File: src/rtl/mmio_led_pkg.sv
// rtl/mmio_led_pkg.sv - register map, reset values and helpers for mmio_led_ctrl
package mmio_led_pkg;

  typedef logic [7:0] byte_t;

  localparam logic [2:0] OFS_OUT      = 3'd0;
  localparam logic [2:0] OFS_MODE     = 3'd1;
  localparam logic [2:0] OFS_PRESCALE = 3'd2;
  localparam logic [2:0] OFS_PERIOD   = 3'd3;
  localparam logic [2:0] OFS_STATUS   = 3'd4;
  localparam int         NUM_REGS     = 5;

  localparam byte_t RST_OUT      = 8'hFF;
  localparam byte_t RST_MODE     = 8'h00;
  localparam byte_t RST_PRESCALE = 8'h00;
  localparam byte_t RST_PERIOD   = 8'h00;

  function automatic byte_t status_byte(input logic phase);
    return {7'b0, phase};
  endfunction

endpackage

File: src/rtl/mmio_led_ctrl_if.sv
// rtl/mmio_led_ctrl_if.sv - NoobsCPU data bus slice seen by the LED controller
interface mmio_led_ctrl_if;
  logic [10:0] m_addr;
  logic [7:0]  m_wr_data;
  logic [7:0]  m_rd_data;
  logic        m_rd;
  logic        m_wr;
  logic        m_en;

  modport master (output m_addr, m_wr_data, m_rd, m_wr, m_en, input m_rd_data);
  modport slave  (input m_addr, m_wr_data, m_rd, m_wr, m_en, output m_rd_data);
endinterface

File: src/rtl/led_timebase.sv
// rtl/led_timebase.sv - shared blink timebase: prescaler tick and half-period phase
module led_timebase #(
  parameter int PRE_W = 16
) (
  input  logic       clk,
  input  logic       reset_,
  input  logic [7:0] i_prescale,
  input  logic [7:0] i_period,
  input  logic       i_restart,
  output logic       o_tick,
  output logic       o_phase
);

  localparam logic [PRE_W-1:0] LOW_ONES = PRE_W'((1 << (PRE_W - 8)) - 1);

  logic [PRE_W-1:0] r_pre_cnt;
  logic [PRE_W-1:0] w_match;
  logic [7:0]       r_per_cnt;
  logic             r_phase;

  // Terminal count is PRESCALE in the top byte with all lower bits set.
  assign w_match = (PRE_W'(i_prescale) << (PRE_W - 8)) | LOW_ONES;
  assign o_tick  = (r_pre_cnt == w_match);
  assign o_phase = r_phase;

  always_ff @(posedge clk or negedge reset_) begin
    if (!reset_) begin
      r_pre_cnt <= '0;
      r_per_cnt <= '0;
      r_phase   <= 1'b0;
    end else if (i_restart) begin
      r_pre_cnt <= '0;
      r_per_cnt <= '0;
      r_phase   <= 1'b0;
    end else begin
      r_pre_cnt <= o_tick ? '0 : r_pre_cnt + PRE_W'(1);
      if (o_tick) begin
        if (r_per_cnt == i_period) begin
          r_per_cnt <= '0;
          r_phase   <= ~r_phase;
        end else begin
          r_per_cnt <= r_per_cnt + 8'd1;
        end
      end
    end
  end

endmodule

File: src/rtl/mmio_led_ctrl.sv
// rtl/mmio_led_ctrl.sv - MMIO LED controller: decode, registers, readback, led register
// Readback of offsets 0..4 exists only when MMIO_LED_READBACK_EN is defined.
module mmio_led_ctrl
  import mmio_led_pkg::*;
#(
  parameter int          NUM_CH    = 8,
  parameter logic [10:0] BASE_ADDR = 11'd15,
  parameter int          PRE_W     = 16
) (
  input  logic              clk,
  input  logic              reset_,
  mmio_led_ctrl_if.slave    bus,
  output logic [NUM_CH-1:0] led
);

  byte_t             r_out;
  byte_t             r_mode;
  byte_t             r_prescale;
  byte_t             r_period;
  logic [NUM_CH-1:0] r_led;
  logic [10:0]       w_ofs;
  logic [2:0]        w_idx;
  logic              w_sel;
  logic              w_wr;
  logic              w_restart;
  logic              w_tick;
  logic              w_phase;
  logic              w_unused;

  // Addresses below BASE_ADDR wrap to large offsets and fall outside the window.
  assign w_ofs     = bus.m_addr - BASE_ADDR;
  assign w_sel     = (w_ofs < 11'(NUM_REGS));
  assign w_idx     = w_ofs[2:0];
  assign w_wr      = bus.m_en & bus.m_wr & w_sel;
  assign w_restart = w_wr & ((w_idx == OFS_PRESCALE) | (w_idx == OFS_PERIOD));

  always_ff @(posedge clk or negedge reset_) begin
    if (!reset_) begin
      r_out      <= RST_OUT;
      r_mode     <= RST_MODE;
      r_prescale <= RST_PRESCALE;
      r_period   <= RST_PERIOD;
    end else if (w_wr) begin
      case (w_idx)
        OFS_OUT:      r_out      <= bus.m_wr_data;
        OFS_MODE:     r_mode     <= bus.m_wr_data;
        OFS_PRESCALE: r_prescale <= bus.m_wr_data;
        OFS_PERIOD:   r_period   <= bus.m_wr_data;
        default:      ;
      endcase
    end
  end

  led_timebase #(
    .PRE_W (PRE_W)
  ) u_timebase (
    .clk        (clk),
    .reset_     (reset_),
    .i_prescale (r_prescale),
    .i_period   (r_period),
    .i_restart  (w_restart),
    .o_tick     (w_tick),
    .o_phase    (w_phase)
  );

  always_ff @(posedge clk or negedge reset_) begin
    if (!reset_) begin
      r_led <= '1;
    end else begin
      r_led <= r_out[NUM_CH-1:0] ^ (r_mode[NUM_CH-1:0] & {NUM_CH{w_phase}});
    end
  end

  assign led = r_led;

`ifdef MMIO_LED_READBACK_EN
  logic  w_rd;
  byte_t w_rd_mux;
  byte_t r_rd_data;

  assign w_rd = bus.m_en & bus.m_rd & w_sel;

  always_comb begin
    w_rd_mux = 8'h00;
    case (w_idx)
      OFS_OUT:      w_rd_mux = r_out;
      OFS_MODE:     w_rd_mux = r_mode;
      OFS_PRESCALE: w_rd_mux = r_prescale;
      OFS_PERIOD:   w_rd_mux = r_period;
      OFS_STATUS:   w_rd_mux = status_byte(w_phase);
      default:      w_rd_mux = 8'h00;
    endcase
  end

  // Idle cycles return 0 so the bus can OR this with other slaves.
  always_ff @(posedge clk or negedge reset_) begin
    if (!reset_) begin
      r_rd_data <= 8'h00;
    end else begin
      r_rd_data <= w_rd ? w_rd_mux : 8'h00;
    end
  end

  assign bus.m_rd_data = r_rd_data;
`else
  assign bus.m_rd_data = 8'h00;
`endif

  assign w_unused = ^{w_tick, bus.m_rd, r_out, r_mode};

endmodule

File: src/flat_wrapper.sv
// flat-port wrapper written by rule: the top's interface ports become plain ports
module mmio_led_ctrl_flat import mmio_led_pkg::*;
#(
  parameter int          NUM_CH    = 8,
  parameter logic [10:0] BASE_ADDR = 11'd15,
  parameter int          PRE_W     = 16
)
  (clk, reset_, led, bus_m_addr, bus_m_wr_data, bus_m_rd, bus_m_wr, bus_m_en, bus_m_rd_data);
  mmio_led_ctrl_if bus_i ();
  input  logic clk;
  input  logic reset_;
  output logic [NUM_CH-1:0] led;
  input wire logic [$bits(bus_i.m_addr)-1:0] bus_m_addr;
  input wire logic [$bits(bus_i.m_wr_data)-1:0] bus_m_wr_data;
  input wire logic [$bits(bus_i.m_rd)-1:0] bus_m_rd;
  input wire logic [$bits(bus_i.m_wr)-1:0] bus_m_wr;
  input wire logic [$bits(bus_i.m_en)-1:0] bus_m_en;
  output wire logic [$bits(bus_i.m_rd_data)-1:0] bus_m_rd_data;
  assign bus_i.m_addr = bus_m_addr;
  assign bus_i.m_wr_data = bus_m_wr_data;
  assign bus_i.m_rd = bus_m_rd;
  assign bus_i.m_wr = bus_m_wr;
  assign bus_i.m_en = bus_m_en;
  assign bus_m_rd_data = bus_i.m_rd_data;
  mmio_led_ctrl #(.NUM_CH(NUM_CH), .BASE_ADDR(BASE_ADDR), .PRE_W(PRE_W)) u_core (.clk(clk), .reset_(reset_), .bus(bus_i), .led(led));
endmodule
File: config.mk
export PLATFORM = sky130hd
export DESIGN_NAME = mmio_led_ctrl_flat
export DESIGN_NICKNAME = d
export VERILOG_FILES = /design/src/rtl/mmio_led_pkg.sv /design/src/rtl/mmio_led_ctrl_if.sv /design/src/rtl/led_timebase.sv /design/src/rtl/mmio_led_ctrl.sv /design/src/flat_wrapper.sv
export SDC_FILE = /design/constraint.sdc
export NUM_CORES = 1
export LEC_CHECK = 0
export CAP_MARGIN = 20
export CORE_MARGIN = 1.5
export CORE_UTILIZATION = 49
export DETAILED_ROUTE_END_ITERATION = 7
export GPL_TIMING_DRIVEN = 0
export PLACE_DENSITY = 0.71
export SKIP_CTS_REPAIR_TIMING = 1
export SYNTH_ARGS = -nofsm -noshare
export SYNTH_HDL_FRONTEND = slang
export SYNTH_SLANG_ARGS = --single-unit
File: constraint.sdc
create_clock -name clk -period 4.1 [get_ports clk]
set_input_delay 0.615 -clock clk [delete_from_list [all_inputs] [get_ports clk]]
set_output_delay 0.615 -clock clk [all_outputs]
set_load 0.005 [all_outputs]
# Word level (Yosys, flattened, before mapping)
# Index checks and enable logic that the tools add are counted.
# word_totals
ff_bits	65
wordCells	40
input_bits	24
# classes
n_eq_ne	5
n_mux	8
bitwise	7
addsub	3
magnitude_cmp	1
reduce_logical	8
# op_table
op	count
two-way mux 16 bit	2
two-way mux 8 bit	3
adder 16 x 1 -> 16 bit, second input constant	1
equality test 16 bit	1
< comparator 11 x 3 -> 1 bit, second input constant	1
subtractor 11 x 4 -> 11 bit, second input constant	1
AND reduction 2 bit	5
adder 8 x 1 -> 8 bit, second input constant	1
AND 8 bit	1
equality test 8 bit	1
XOR 8 bit	1
equality test 3 x 2 -> 1 bit, second input constant	2
nonzero test 2 bit	2
AND 1 bit	3
equality test 3 x 1 -> 1 bit, second input constant	1
zero test 3 bit	1
two-way mux 1 bit	3
NOT 1 bit	1
bitwise OR 1 bit	1

# Longest topological paths before layout
# Gate-level depths: netlist (run 1).
# depth
ltp_word	6
ltp_mapped	9

# Cells and area by module
# From an unflattened synthesis (run 1), not the netlist that was laid out.
# hier_totals
cells_unflattened	293
area_unflattened_um2	3407.0
# modules_own_cells
module	instances	cells_per_inst	area_per_inst_um2
mmio_led_ctrl	1	136	1933.1
led_timebase	1	157	1473.9

# Worst setup path before layout (run 1)
# No wires, ideal clock.
# synth_timing
kind	input to register
from	in bus_m_addr[0]
to	reg u_core.r_prescale[0]
required_ns	3.975
stages	7
setup_slack_ns	1.388
t_arrival_ns	2.587
path_cell_list	ha_1 and2_4 or4b_4 a211oi_4 o2111a_1 buf_6 mux2_4
# synth_via
elab_chain_len	4
word_cells_on_any_way	5
classes_between	add/sub (1); order compare (1); eq/ne (1); bitwise (1); reduce/logical (1)
# synth_rtl
element	line_no	text
from (decl)	flat_wrapper.sv:13	input wire logic [$bits(bus_i.m_addr)-1:0] bus_m_addr;
subtractor 11 x 4 -> 11 bit *	mmio_led_ctrl.sv:31	assign w_ofs = bus.m_addr - BASE_ADDR;
< comparator 11 x 3 -> 1 bit	mmio_led_ctrl.sv:32	assign w_sel = (w_ofs < 11'(NUM_REGS));
AND 1 bit	mmio_led_ctrl.sv:34	assign w_wr = bus.m_en & bus.m_wr & w_sel;
AND reduction 2 bit (no source line) *	-	
to (signal assigned)	mmio_led_ctrl.sv:47	OFS_PRESCALE: r_prescale <= bus.m_wr_data;
to (decl)	mmio_led_ctrl.sv:18	byte_t r_prescale;
# Every way passes the cells marked *; elsewhere a longest branch is shown, timed or not.
# A chain may end at the register's enable or synchronous reset.

# Final worst setup path (run 1)
# layout_timing
from	in bus_m_addr[0]
to	reg u_core.r_period[6]
# layout_via
elab_chain_len	4
word_cells_on_any_way	5
classes_between	add/sub (1); order compare (1); eq/ne (1); bitwise (1); reduce/logical (1)
# layout_rtl
element	line_no	text
subtractor 11 x 4 -> 11 bit *	mmio_led_ctrl.sv:31	
< comparator 11 x 3 -> 1 bit	mmio_led_ctrl.sv:32	
AND 1 bit	mmio_led_ctrl.sv:34	
AND reduction 2 bit (no source line) *	-	
to (signal assigned)	mmio_led_ctrl.sv:48	OFS_PERIOD: r_period <= bus.m_wr_data;
to (decl)	mmio_led_ctrl.sv:19	byte_t r_period;
# Marked as above.

==> results.yml, run 1 <==
status:
  status: "finished, final reports clean"
detailed_routing:
  drtIter0Drc: 128
  post_drt_wl_per_cell_um: 15.02
  viasPerCell: 5.240
  ant_nets: 0
  drc: 0
  drt-total-wl_um: 6697
  vias: 2337
  first_pass_iters: 4
synthesis:
  avgSynthCellArea_um2: 11.87
  syn_inst: 297
  synthTopCellsByArea: "dfrtp_1, dfstp_2, mux2_4"
  ys.flop_type: "dfrtp_1"
  synth_area_um2: 3526
  synthDistinctLibCells: 49
  async_flop_share_pct: 100.0
  yosysWarningCount: 0
  synth.ff_latch_count: 65
  synth_top_cell_by_area: "dfrtp_1"
  yosysTopAreaCellShare_pct: 34.78
  yosysSeqAreaShare_pct: 46.70
  synth-edff-count: 0
floorplan:
  core_area_um2: 6869
  die_y_um: 87.83
  row_count: 30
  die_area_um2: 7713
  start_util_pct: 51.33
  die_w_um: 87.83
  pin_count: 40
timing:
  maxSlewViolCount: 0
  setup_violations: 0
  min_period_ps: 3162
  relSlewSlack_pct: 47.56
  whs_ps: 367.6
  fmax_ghz: 0.3163
  rsz0062_at_grt: "no"
  fin_skew_ps: 12.28
  hold_viol: 0
  fin_crit_sh_pct: 77.12
  tightest_slew_ps: 786.6
  setup_slack_ps: 938.0
  setup_tns_ps: 0
global_routing:
  grt_max_degree: 66
  grt_overflow: 0
  grt_pass1_wl_um: 11460
  grt_pass1_vias: 2398
  antenna_found_initial: 0
  grtUsageTotal_pct: 19.49
critical_path:
  cp_cell_sequence: "clkdlybuf4s50_1 -> ha_1 -> and2_4 -> or4b_4 -> a211oi_4 -> o2111a_1 -> buf_6 -> mux2_4"
  endpoint_kind: "flip-flop"
  crit_family: "buffers and inverters"
  crit_fanout: 10
  critical_path_class: "in -> reg"
  cp_data_required_time_ps: 4320
  crit_path_max_incr_delay_ps: 550
  critical_path_buf_inv_count: 2
  arrival_ps: 3380
  worstSetupStartpointType: "input pin"
  slowest_stage: "clkdlybuf4s50_1"
power:
  clockPowerShare_pct: 37.3
  internal_power_mw: 0.9845
  combPwrFrac_pct: 10.0
  switching_share_pct: 27.31
  pwr-share-seq_pct: 52.7
  ir_drop_mv: 0.2915
  power_switching_mw: 0.3698
  cellLeakagePower_nw: 1.767
  pwr_density_cell_nw_per_um2: 325.8
place:
  pre_cts_slack_ps: 592.1
  dp_hpwl_um: 4773
  gp_congestion: 0.8377
  numPortBuffers: 30
job:
  maxCapViolCount: 0
cts:
  cts_tree: "done"
  cts_sinks: 65
  clkTransAtPathRegs_ps: 80
  cts_max_path_buffers: 2
  htreeDepth: 3
  clk_latency_ps: 340
  clock-root-buffer: "clkbuf_8"
  cts_buffers: 9
final_layout:
  drive_gt1_share_pct: 27.14
  antenna_cells: 0
  final_common_cell: "dfrtp_1"
  final_cell_mix: "dfrtp_1, clkdlybuf4s50_1, nand2_1"
  syn_to_final_growth_pct: 17.89
  fin_util_pct: 60.51
  finalNetCount: 376
  fill_cells: 578
hold_path:
  hp-class: "in -> async"
## sequential cells by signal, indices dropped and copies added (netlist names)
register                     count
u_core.r_period                  8
u_core.led                       8
u_core.u_timebase.r_per_cnt      8
u_core.u_timebase.r_pre_cnt     16
u_core.r_mode                    8
u_core.u_timebase.o_phase        1
u_core.r_out                     8
u_core.r_prescale                8
## layout make-up
class / instances / area (um2) / area share (%)
plain buffers: 21 / 138.9 / 3.341
clock buffers: 10 / 137.6 / 3.311
clock inverters: 6 / 48.80 / 1.174
inverters: 3 / 11.26 / 0.2709
multi-input cells: 215 / 1755 / 42.23
flip-flops and latches: 65 / 1647 / 39.61
well taps: 96 / 120.1 / 2.890
repair buffers: 30 / 297.8 / 7.164
## cells in the mapped netlist, types with 4 or more instances
master	number
mux2_4	16
nand4_1	10
nand2_1	28
dfstp_2	16
a21oi_1	20
xor2_1	12
dfrtp_1	49
o21ai_0	10
clkbuf_1	6
ha_1	7
buf_4	9
mux2_2	16
and3_1	6
a22oi_1	7
nor3_1	4
nand3_1	5
xnor2_1	24
## kinds of logic (layout without fill, tap and decap cells)
| logic type | count (synthesis) | count (layout) | synth area share [%] |
|---|---|---|---|
| XOR/XNOR | 36 | 36 | 8.942 |
| adder cells (fa/ha/maj) | 7 | 7 | 2.484 |
| buffers and inverters | 24 | 70 | 4.258 |
| AND/OR/NAND/NOR | 78 | 78 | 13.49 |
| AO/OA/AOI/OAI | 53 | 53 | 11.82 |
| other | 1 | 8 | 0.1064 |
| flip-flops | 65 | 65 | 46.70 |
| multiplexers | 33 | 33 | 12.21 |
## per-layer routing
layer	GRT usage, %	up-vias	share of wire (%)
met4	7.504	0	1.9
met3	3.393	10	3.1
met5	0	-	0
li1	-	1155	-
met2	31.85	45	49
met1	25.95	1127	45
## power groups by stage
stage	Combinational, mW	Clock (mW)	Sequential (mW)
finish	0.135	0.506	0.714
global route	0.154	0.550	0.720
CTS	0.137	0.519	0.713
detailed placement	0.137	0	0.724
global placement	0.134	0	0.722
floorplan	0.0816	0	0.713
## per-stage QoR
step	instances	area, um2	power [mW]
final	446	4156	1.354
after global routing	446	4156	1.424
after CTS	446	4156	1.369
after detailed placement	430	3970	0.8610
after global placement	430	3973	0.8566
after floorplan	304	3552	0.7950
## worst paths after layout
path	from	endpoint	slack, ps	depth (start not counted)
worst max-delay path	bus_m_addr[0]	u_core.r_period[6]	940	8
worst min-delay path	reset_	u_core.r_prescale[1]	370	1
worst max register to register	u_core.u_timebase.r_pre_cnt[0]	u_core.u_timebase.r_per_cnt[5]	1660	9
worst min register to register	u_core.r_out[3]	u_core.led[3]	490	1
max in group asynchronous	reset_	u_core.u_timebase.r_pre_cnt[12]	3220	1
min in group clk	u_core.r_out[3]	u_core.led[3]	490	1
## worst register-to-register path, delay by kind of cell, from the launching register on
family	cells	cell delay [ps]
adders and majority gates	1	240
AOI/OAI and AO/OA	2	310
and+or+nand+nor	3	830
DFF	1	400
buffers and inverters	3	530
Power figures use the tool's default switching activity.
==> run 2: changes to the inputs <==
- PLACE_DENSITY: 0.71 -> 0.74
- clock period: 4.1 -> 2.9 ns (I/O delays scaled with it)
==> run 2 against run 1 <==
Clock power increased by 70%; sequential power increased by 41%; setup slack got worse by 600 ps; cell area increased by 1.3%; utilization increased by 0.77 points; combinational power increased by 44%; largest cell class unchanged; power increased by 52%; critical path depth decreased by 1; via count increased by 2.8%; die area unchanged; global-route usage decreased by 0.27 points; final cell count increased by 0.22%.
==> results.yml, run 2 (synthesis results as in run 1) <==
timing:
  fin_skew_ps: 9.796
  setup_tns_ps: 0
  tightest_slew_ps: 793.8
  relSlewSlack_pct: 47.08
  hold_viol: 0
  fmax_ghz: 0.3903
  min_period_ps: 2562
  rsz0062_at_grt: "no"
  maxSlewViolCount: 0
  setup_violations: 0
  fin_crit_sh_pct: 88.34
global_routing:
  grtUsageTotal_pct: 19.23
  grt_overflow: 0
  antenna_found_initial: 0
  grt_max_degree: 66
  grt_pass1_vias: 2381
  grt_pass1_wl_um: 11370
critical_path:
  crit_path_max_incr_delay_ps: 580
  worstSetupStartpointType: "input pin"
  arrival_ps: 2780
  slowest_stage: "clkdlybuf4s50_1"
  cp_cell_sequence: "clkdlybuf4s50_1 -> nand4_1 -> or4b_4 -> a211oi_4 -> o2111a_1 -> buf_6 -> mux2_4"
  crit_fanout: 10
  critical_path_class: "in -> reg"
  cp_data_required_time_ps: 3120
  endpoint_kind: "flip-flop"
floorplan:
  pin_count: 40
  start_util_pct: 51.33
  die_area_um2: 7713
  core_area_um2: 6869
  die_w_um: 87.83
  die_y_um: 87.83
  row_count: 30
job:
  maxCapViolCount: 0
cts:
  cts_tree: "done"
  clk_latency_ps: 340
  cts_sinks: 65
  cts_buffers: 9
  htreeDepth: 3
  clkTransAtPathRegs_ps: 80
  cts_max_path_buffers: 2
  clock-root-buffer: "clkbuf_8"
detailed_routing:
  first_pass_iters: 4
  viasPerCell: 5.374
  drtIter0Drc: 201
  drc: 0
  post_drt_wl_per_cell_um: 15.25
  vias: 2402
  ant_nets: 0
  drt-total-wl_um: 6818
power:
  power_switching_mw: 0.5196
  switching_share_pct: 25.22
  ir_drop_mv: 0.3960
  total_power_mw: 2.060
  pwr-share-seq_pct: 49.0
  cellLeakagePower_nw: 1.815
  pwr_density_cell_nw_per_um2: 489.5
  combPwrFrac_pct: 9.4
  internal_power_mw: 1.541
  clockPowerShare_pct: 41.6
final_layout:
  largest_reg_flops: 16
  antenna_cells: 0
  drive_gt1_share_pct: 27.35
  final_common_cell: "dfrtp_1"
  finalNetCount: 377
  final_cell_mix: "dfrtp_1, nand2_1, clkdlybuf4s50_1"
  syn_to_final_growth_pct: 19.38
  final_cell_area_um2: 4209
  largest-register: "u_core.u_timebase.r_pre_cnt"
place:
  post_dp_cell_area_um2: 3970
  numPortBuffers: 30
  dp_hpwl_um: 4859
  gp_congestion: 0.7776
status:
  status: "finished, final reports clean"
hold_path:
  hp-class: "in -> async"
run 2: cell count changes in the layout (fill, tap and decap cells not counted), sizes merged:
cell           previous run  this run
clkdlybuf4s50            29        27
clkbuf                   16        15
clkinvlp                  3         1
bufinv                    0         2
dlymetal6s2s              0         2
clkinv                    0         3
buf                      16        17
inv                       6         4
run 2: worst paths after layout:
kind                                           startpoint                        endpoint  slack, ps  depth (start not counted)
min in group clk                          u_core.r_out[1]                   u_core.led[1]        490                          1
setup reg to reg           u_core.u_timebase.r_pre_cnt[0]       u_core.u_timebase.o_phase        460                          8
hold / removal                                     reset_                u_core.r_mode[1]        170                          1
max in group asynchronous                          reset_  u_core.u_timebase.r_per_cnt[1]       2200                          1
setup / recovery                            bus_m_addr[2]            u_core.r_prescale[1]        340                          7
hold reg to reg                           u_core.r_out[1]                   u_core.led[1]        490                          1
run 2: cell type report:
type,count,area [um2]
Tap cell,96,120.1
Multi-Input combinational cell,215,1755
Buffer,21,138.9
Sequential cell,65,1647
Timing Repair Buffer,31,310.3
Clock inverter,7,102.6
Inverter,3,11.26
Fill cell,550,2660
Clock buffer,9,123.9
run 2: layer usage:
metal  share of wire (%)  wire length, um  vias to the layer above  global-route usage [%]
met5                   0                0                        -                       0
li1                    -                -                     1154                       -
met2                  50             3411                       55                   31.78
met1                  45             3042                     1185                   26.19
met4                 1.0               68                        0                   5.195
met3                 4.3              296                        8                   3.393
run 2: power by group through the flow:
stage | combinational [mW] | clock [mW] | sequential, mW
floorplan | 0.115 | 0 | 1.01
global placement | 0.190 | 0 | 1.02
detailed placement | 0.196 | 0 | 1.02
CTS | 0.197 | 0.875 | 1.01
global route | 0.218 | 0.918 | 1.02
finish | 0.194 | 0.858 | 1.01
run 2: worst max-delay path, delay by kind of cell:
family / cells / cell delay [ps]
simple gates: 2 / 670
buf+inv: 2 / 760
mux: 1 / 310
compound gates: 2 / 600
run 2: metrics by stage:
stage,setup WS (ps),utilization (%),instances,hold slack [ps]
after global placement,-671.1,57.83,430,472.4
after floorplan,367.7,-,304,139.4
after global routing,256.1,61.28,447,246.8
after CTS,-45.54,61.09,446,196.8
after detailed placement,-391.9,57.80,430,475.7
final,338.0,61.28,447,173.8
==> run 3: changes to the inputs <==
- CTS_CLUSTER_DIAMETER: not set -> 80
- TNS_END_PERCENT: not set -> 1
==> results of run 3 <==
No change in the layout: final DEF, timing and power equal those of run 2.
